$ cat config.mk
export PLATFORM = sky130hd
export DESIGN_NAME = serial_compa_ctrl
export DESIGN_NICKNAME = d
export VERILOG_FILES = /design/src/rtl/serial_compa_ctrl.sv
export SDC_FILE = /design/constraint.sdc
export NUM_CORES = 1
export LEC_CHECK = 0
export CORE_UTILIZATION = 49
export CTS_BUF_LIST = sky130_fd_sc_hd__clkbuf_4 sky130_fd_sc_hd__clkbuf_8 sky130_fd_sc_hd__clkbuf_16
export DETAILED_ROUTE_END_ITERATION = 10
export GPL_TIMING_DRIVEN = 0
export MAX_ROUTING_LAYER = met4
export PLACE_DENSITY = 0.79
export SLEW_MARGIN = 20
export SYNTH_ARGS = -nofsm -noshare
export SYNTH_HDL_FRONTEND = slang
export SYNTH_SLANG_ARGS = --single-unit
$ cat constraint.sdc
create_clock -name clk -period 1.7 [get_ports clk]
set_input_delay 0.34 -clock clk [delete_from_list [all_inputs] [get_ports clk]]
set_output_delay 0.34 -clock clk [all_outputs]
set_load 0.02 [all_outputs]
$ cat src/rtl/serial_compa_ctrl.sv
// Serial MSB-first magnitude comparator sequencer driving one shared external
// one-digit comparator, with start/busy/done handshake and three-LED result.
module serial_compa_ctrl #(
  parameter int unsigned WIDTH = 8,
  parameter int unsigned CW    = $clog2(WIDTH + 1)
) (
  input  logic             clk,
  input  logic             rst,
  input  logic             start,
  input  logic [WIDTH-1:0] a_in,
  input  logic [WIDTH-1:0] b_in,
  output logic             cmp_A,
  output logic             cmp_B,
  input  logic             cmp_lt,
  input  logic             cmp_eq,
  input  logic             cmp_gt,
  output logic             busy,
  output logic             done,
  output logic             led_A_lt_B,
  output logic             led_A_eq_B,
  output logic             led_A_gt_B,
  output logic [CW-1:0]    steps,
  output logic             err
);

  localparam int unsigned IW = $clog2(WIDTH);

  typedef enum logic [1:0] {
    S_IDLE = 2'd0,
    S_SCAN = 2'd1,
    S_DONE = 2'd2
  } state_t;

  state_t           state_q, state_d;
  logic [WIDTH-1:0] a_q, a_d;
  logic [WIDTH-1:0] b_q, b_d;
  logic [IW-1:0]    idx_q, idx_d;
  logic             lt_q, lt_d;
  logic             eq_q, eq_d;
  logic             gt_q, gt_d;
  logic [CW-1:0]    steps_q, steps_d;
  logic             err_q, err_d;
  logic             onehot;

  always_ff @(posedge clk) begin
    if (rst) begin
      state_q <= S_IDLE;
      a_q     <= '0;
      b_q     <= '0;
      idx_q   <= '0;
      lt_q    <= 1'b0;
      eq_q    <= 1'b0;
      gt_q    <= 1'b0;
      steps_q <= '0;
      err_q   <= 1'b0;
    end else begin
      state_q <= state_d;
      a_q     <= a_d;
      b_q     <= b_d;
      idx_q   <= idx_d;
      lt_q    <= lt_d;
      eq_q    <= eq_d;
      gt_q    <= gt_d;
      steps_q <= steps_d;
      err_q   <= err_d;
    end
  end

  always_comb begin
    onehot = 1'b0;
    case ({cmp_lt, cmp_eq, cmp_gt})
      3'b100, 3'b010, 3'b001: onehot = 1'b1;
      default:                onehot = 1'b0;
    endcase
  end

  always_comb begin
    state_d = state_q;
    a_d     = a_q;
    b_d     = b_q;
    idx_d   = idx_q;
    lt_d    = lt_q;
    eq_d    = eq_q;
    gt_d    = gt_q;
    steps_d = steps_q;
    err_d   = err_q;
    case (state_q)
      S_IDLE: begin
        if (start) begin
          a_d     = a_in;
          b_d     = b_in;
          idx_d   = IW'(WIDTH - 1);
          lt_d    = 1'b0;
          eq_d    = 1'b0;
          gt_d    = 1'b0;
          steps_d = '0;
          err_d   = 1'b0;
          state_d = S_SCAN;
        end
      end
      S_SCAN: begin
        // Count every examined pair; saturate so a bad idx can never overflow it
        if (steps_q != CW'(WIDTH)) begin
          steps_d = CW'(steps_q + CW'(1));
        end
        if (!onehot) begin
          err_d   = 1'b1;
          lt_d    = 1'b0;
          eq_d    = 1'b0;
          gt_d    = 1'b0;
          state_d = S_DONE;
        end else if (cmp_gt) begin
          gt_d    = 1'b1;
          state_d = S_DONE;
        end else if (cmp_lt) begin
          lt_d    = 1'b1;
          state_d = S_DONE;
        end else if (idx_q == '0) begin
          eq_d    = 1'b1;
          state_d = S_DONE;
        end else begin
          idx_d = IW'(idx_q - IW'(1));
        end
      end
      S_DONE: begin
        state_d = S_IDLE;
      end
      default: begin
        state_d = S_IDLE;
      end
    endcase
  end

  // Comparator operands come straight from the captured operands, gated to SCAN
  assign cmp_A      = (state_q == S_SCAN) & a_q[idx_q];
  assign cmp_B      = (state_q == S_SCAN) & b_q[idx_q];
  assign busy       = (state_q == S_SCAN) | (state_q == S_DONE);
  assign done       = (state_q == S_DONE);
  assign led_A_lt_B = lt_q;
  assign led_A_eq_B = eq_q;
  assign led_A_gt_B = gt_q;
  assign steps      = steps_q;
  assign err        = err_q;

endmodule

==> results.toml <==
[floorplanning]
rows = 19
ioPinCount = 34
die_h_um = 56.4
core_area_sq_um = 2780
start_util_pct = 52.2
die_area_sq_um = 3180
die-width_um = 56.4

[worst_setup_path]
critical_path_class = "flip-flop to primary output"
r2r_start = "idx_q[0]"
path_max_fanout = 6
max_stage_delay_ns = 0.49
r2r-end = "idx_q[0]"
cp_top_family = "multiplexers"
rr_worst_depth = 8
crit_slowest_cell = "mux4_2"
cp_data_required_time_ns = 1.36
worst-path-buf-inv = 2
cp-end-kind = "primary output"
cp.arrival_ns = 1.73
path_cells = "buf_6, mux4_2, mux2i_1, nor2b_1, buf_4"
startpoint = "idx_q[0]"
cp_num_cells = 5
start_kind = "flip-flop"
ff2ff_setup_slack_ns = -0.05

[logic_synthesis]
synth_compound_area_share_pct = 13.0
synth_fp_nets = 202
synth-edff-count = 0
synth_simple_gate_area_share_pct = 23.4
synthFlopType = "dfxtp_1"
synth_top_family_by_area = "simple AND/OR/NAND/NOR gates"
synth_top_area_share_pct = 40.0
synth_fa_ha_area_share_pct = 7.76
yosysMostFrequentCell = "nand2_1"
yosys-top-cells-count = "39 x nand2_1, 29 x dfxtp_1, 24 x a21oi_1"
synth-xor-area-share_pct = 1.21
netlist_instances = 171
yosys_warnings = 0
ys_seq_area_share_pct = 40.0
synthMuxAreaShare_pct = 10.4
syn_avg_cell_area_sq_um = 8.49
syn_area_sq_um = 1450
ys_seq_elements = 29
synthTopCellsByArea = "dfxtp_1 40%, nand2_1 10%, a21oi_1 8.3%, ha_1 7.8%, mux4_2 6.2%"
yosysTopAreaCell = "dfxtp_1"
synth_cell_types = 30
synthArstFlopShare_pct = 0

[timing]
setup_ws_ns = -0.367
slew_headroom_pct = 67.8
slew_violations = 0
setup_violations = 6
tightest_slew_ns = 0.482
period_share_pct = 122
final.setup.tns_ns = -0.800
final_hold_viol_count = 0
max_freq_ghz = 0.484
fin_worst_skew_ns = 0.0153
fin_crit_ns = 2.07
rsz0062_at_grt = "yes"

[global_route]
grt_pass1_vias = 1385
grt_overflow = 0
antenna_found_initial = 0
grt_max_degree = 11
grt_pass1_wl_um = 5890
grtUsageTotal_pct = 24.9

[routing]
drtIter0Drc = 48
vias = 1347
final_antenna_net_count = 0
detail_route.first_pass.iterations = 4
vias_per_cell = 5.54
wire_per_inst_um = 14.7
drc = 0
drt-total-wl_um = 3580

[clock_tree]
clk_pin_slew_ns = 0.11
clock_latency_ns = 0.35
cts_made_buffers = 5
clockBufferDepth = 2
hold_buffers = 0
h-tree-depth = 2
cts_tree = "built"
cts_root_buffer = "clkbuf_4"
cts.sinks = 29

[layout]
antenna_cells = 0
stdcell_count = 243
nets = 242
fin_area_sq_um = 1970
seq_area_sq_um = 588
multi_input_area_sq_um = 891
syn_to_final_growth_pct = 35.6
fill_cells = 207
drive_above_1_share_pct = 17.9

[place]
detailed_place.area_sq_um = 1810
pre_cts_ws_ns = -0.516
dp.cells = 234
portBuffers = 32
hpwl_um = 2530
gp_congestion = 0.847

[worst_hold_path]
hp-class = "input pin to flip-flop"
hold_start = "rst"
holdPathEnd = "steps[0]"
min_path_cells = 2

[power_and_ir_drop]
p_per_area_nw_per_um2 = 1030
peakVddDrop_mv = 0.897
p_leak_nw = 0.777
power_mw = 2.04

[run_status]
violations = "negative setup slack"
status = "complete, but fails checks"

[job]
maxCapViolCount = 0
layout make-up:
class | instances | share of cell area, %
multi-input cells | 127 | 45.3
flip-flops and latches | 29 | 29.9
repair buffers | 34 | 16.6
plain buffers | 8 | 2.35
clock buffers | 6 | 2.29
well taps | 31 | 1.97
inverters | 6 | 1.14
clock inverters | 2 | 0.509
routing by layer:
metal	wire length, um	GRT usage, %	share of wire [%]	up-vias
met5	0	-	0	-
met4	70	10.5	2.0	0
met3	212	7.37	5.9	12
met2	1870	43.0	52	49
met1	1430	26.3	40	618
li1	-	-	-	668
registers in the layout, indices dropped and copies added (netlist names):
name        flops
steps           4
led_A_eq_B      1
led_A_gt_B      1
state_q         2
err             1
a_q             8
b_q             8
led_A_lt_B      1
idx_q           3
cells in the final DEF, fill, tap and decap left out, types with 3 or more instances in the layout:
cell / count
nand3_1: 3
ha_1: 7
clkbuf_4: 7
dlygate4sd2_1: 4
a21oi_1: 23
nor2_1: 8
nor3_1: 3
clkdlybuf4s50_1: 24
mux4_2: 4
inv_1: 4
mux2i_1: 4
dfxtp_2: 3
nand2b_1: 3
nand2_1: 39
dfxtp_1: 25
clkbuf_1: 4
buf_4: 4
nor2b_1: 4
what timing repair did:
| item | in CTS | in global routing |
|---|---|---|
| gates resized for setup | 31 | 14 |
| buffers inserted | 0 | 2 |
| pin swaps | 0 | 4 |
| endpoints found under the setup margin | 21 | 23 |
stage by stage:
step | hold slack, ns | utilization [%]
floorplan | 0.433 | -
global placement | 0.444 | 65.1
detailed placement | 0.449 | 65.1
CTS | 0.356 | 68.6
global route | 0.406 | 70.8
finish | 0.366 | 70.8
worst max path at each step:
stage	to	slack, ns
after floorplan	idx_q[2]	0.11
after global placement	cmp_B	-0.47
after detailed placement	cmp_A	-0.52
final	cmp_A	-0.37
after CTS	cmp_A	-0.38
after global routing	cmp_A	-0.44
power by group:
part | total [mW] | internal, mW | switching, mW | leakage, nW
logic | 0.771 | 0.366 | 0.405 | 0.502
clock network | 0.429 | 0.173 | 0.256 | 0.0354
registers | 0.837 | 0.767 | 0.0693 | 0.239
cells by family after synthesis:
kind of cell / after synthesis
buffers and inverters: 15
AO/OA/AOI/OAI: 34
XOR/XNOR: 2
AND/OR/NAND/NOR: 72
multiplexers: 10
adder cells (fa/ha/maj): 9
flip-flops: 29
No activity file was read; power rests on OpenSTA's default activity.
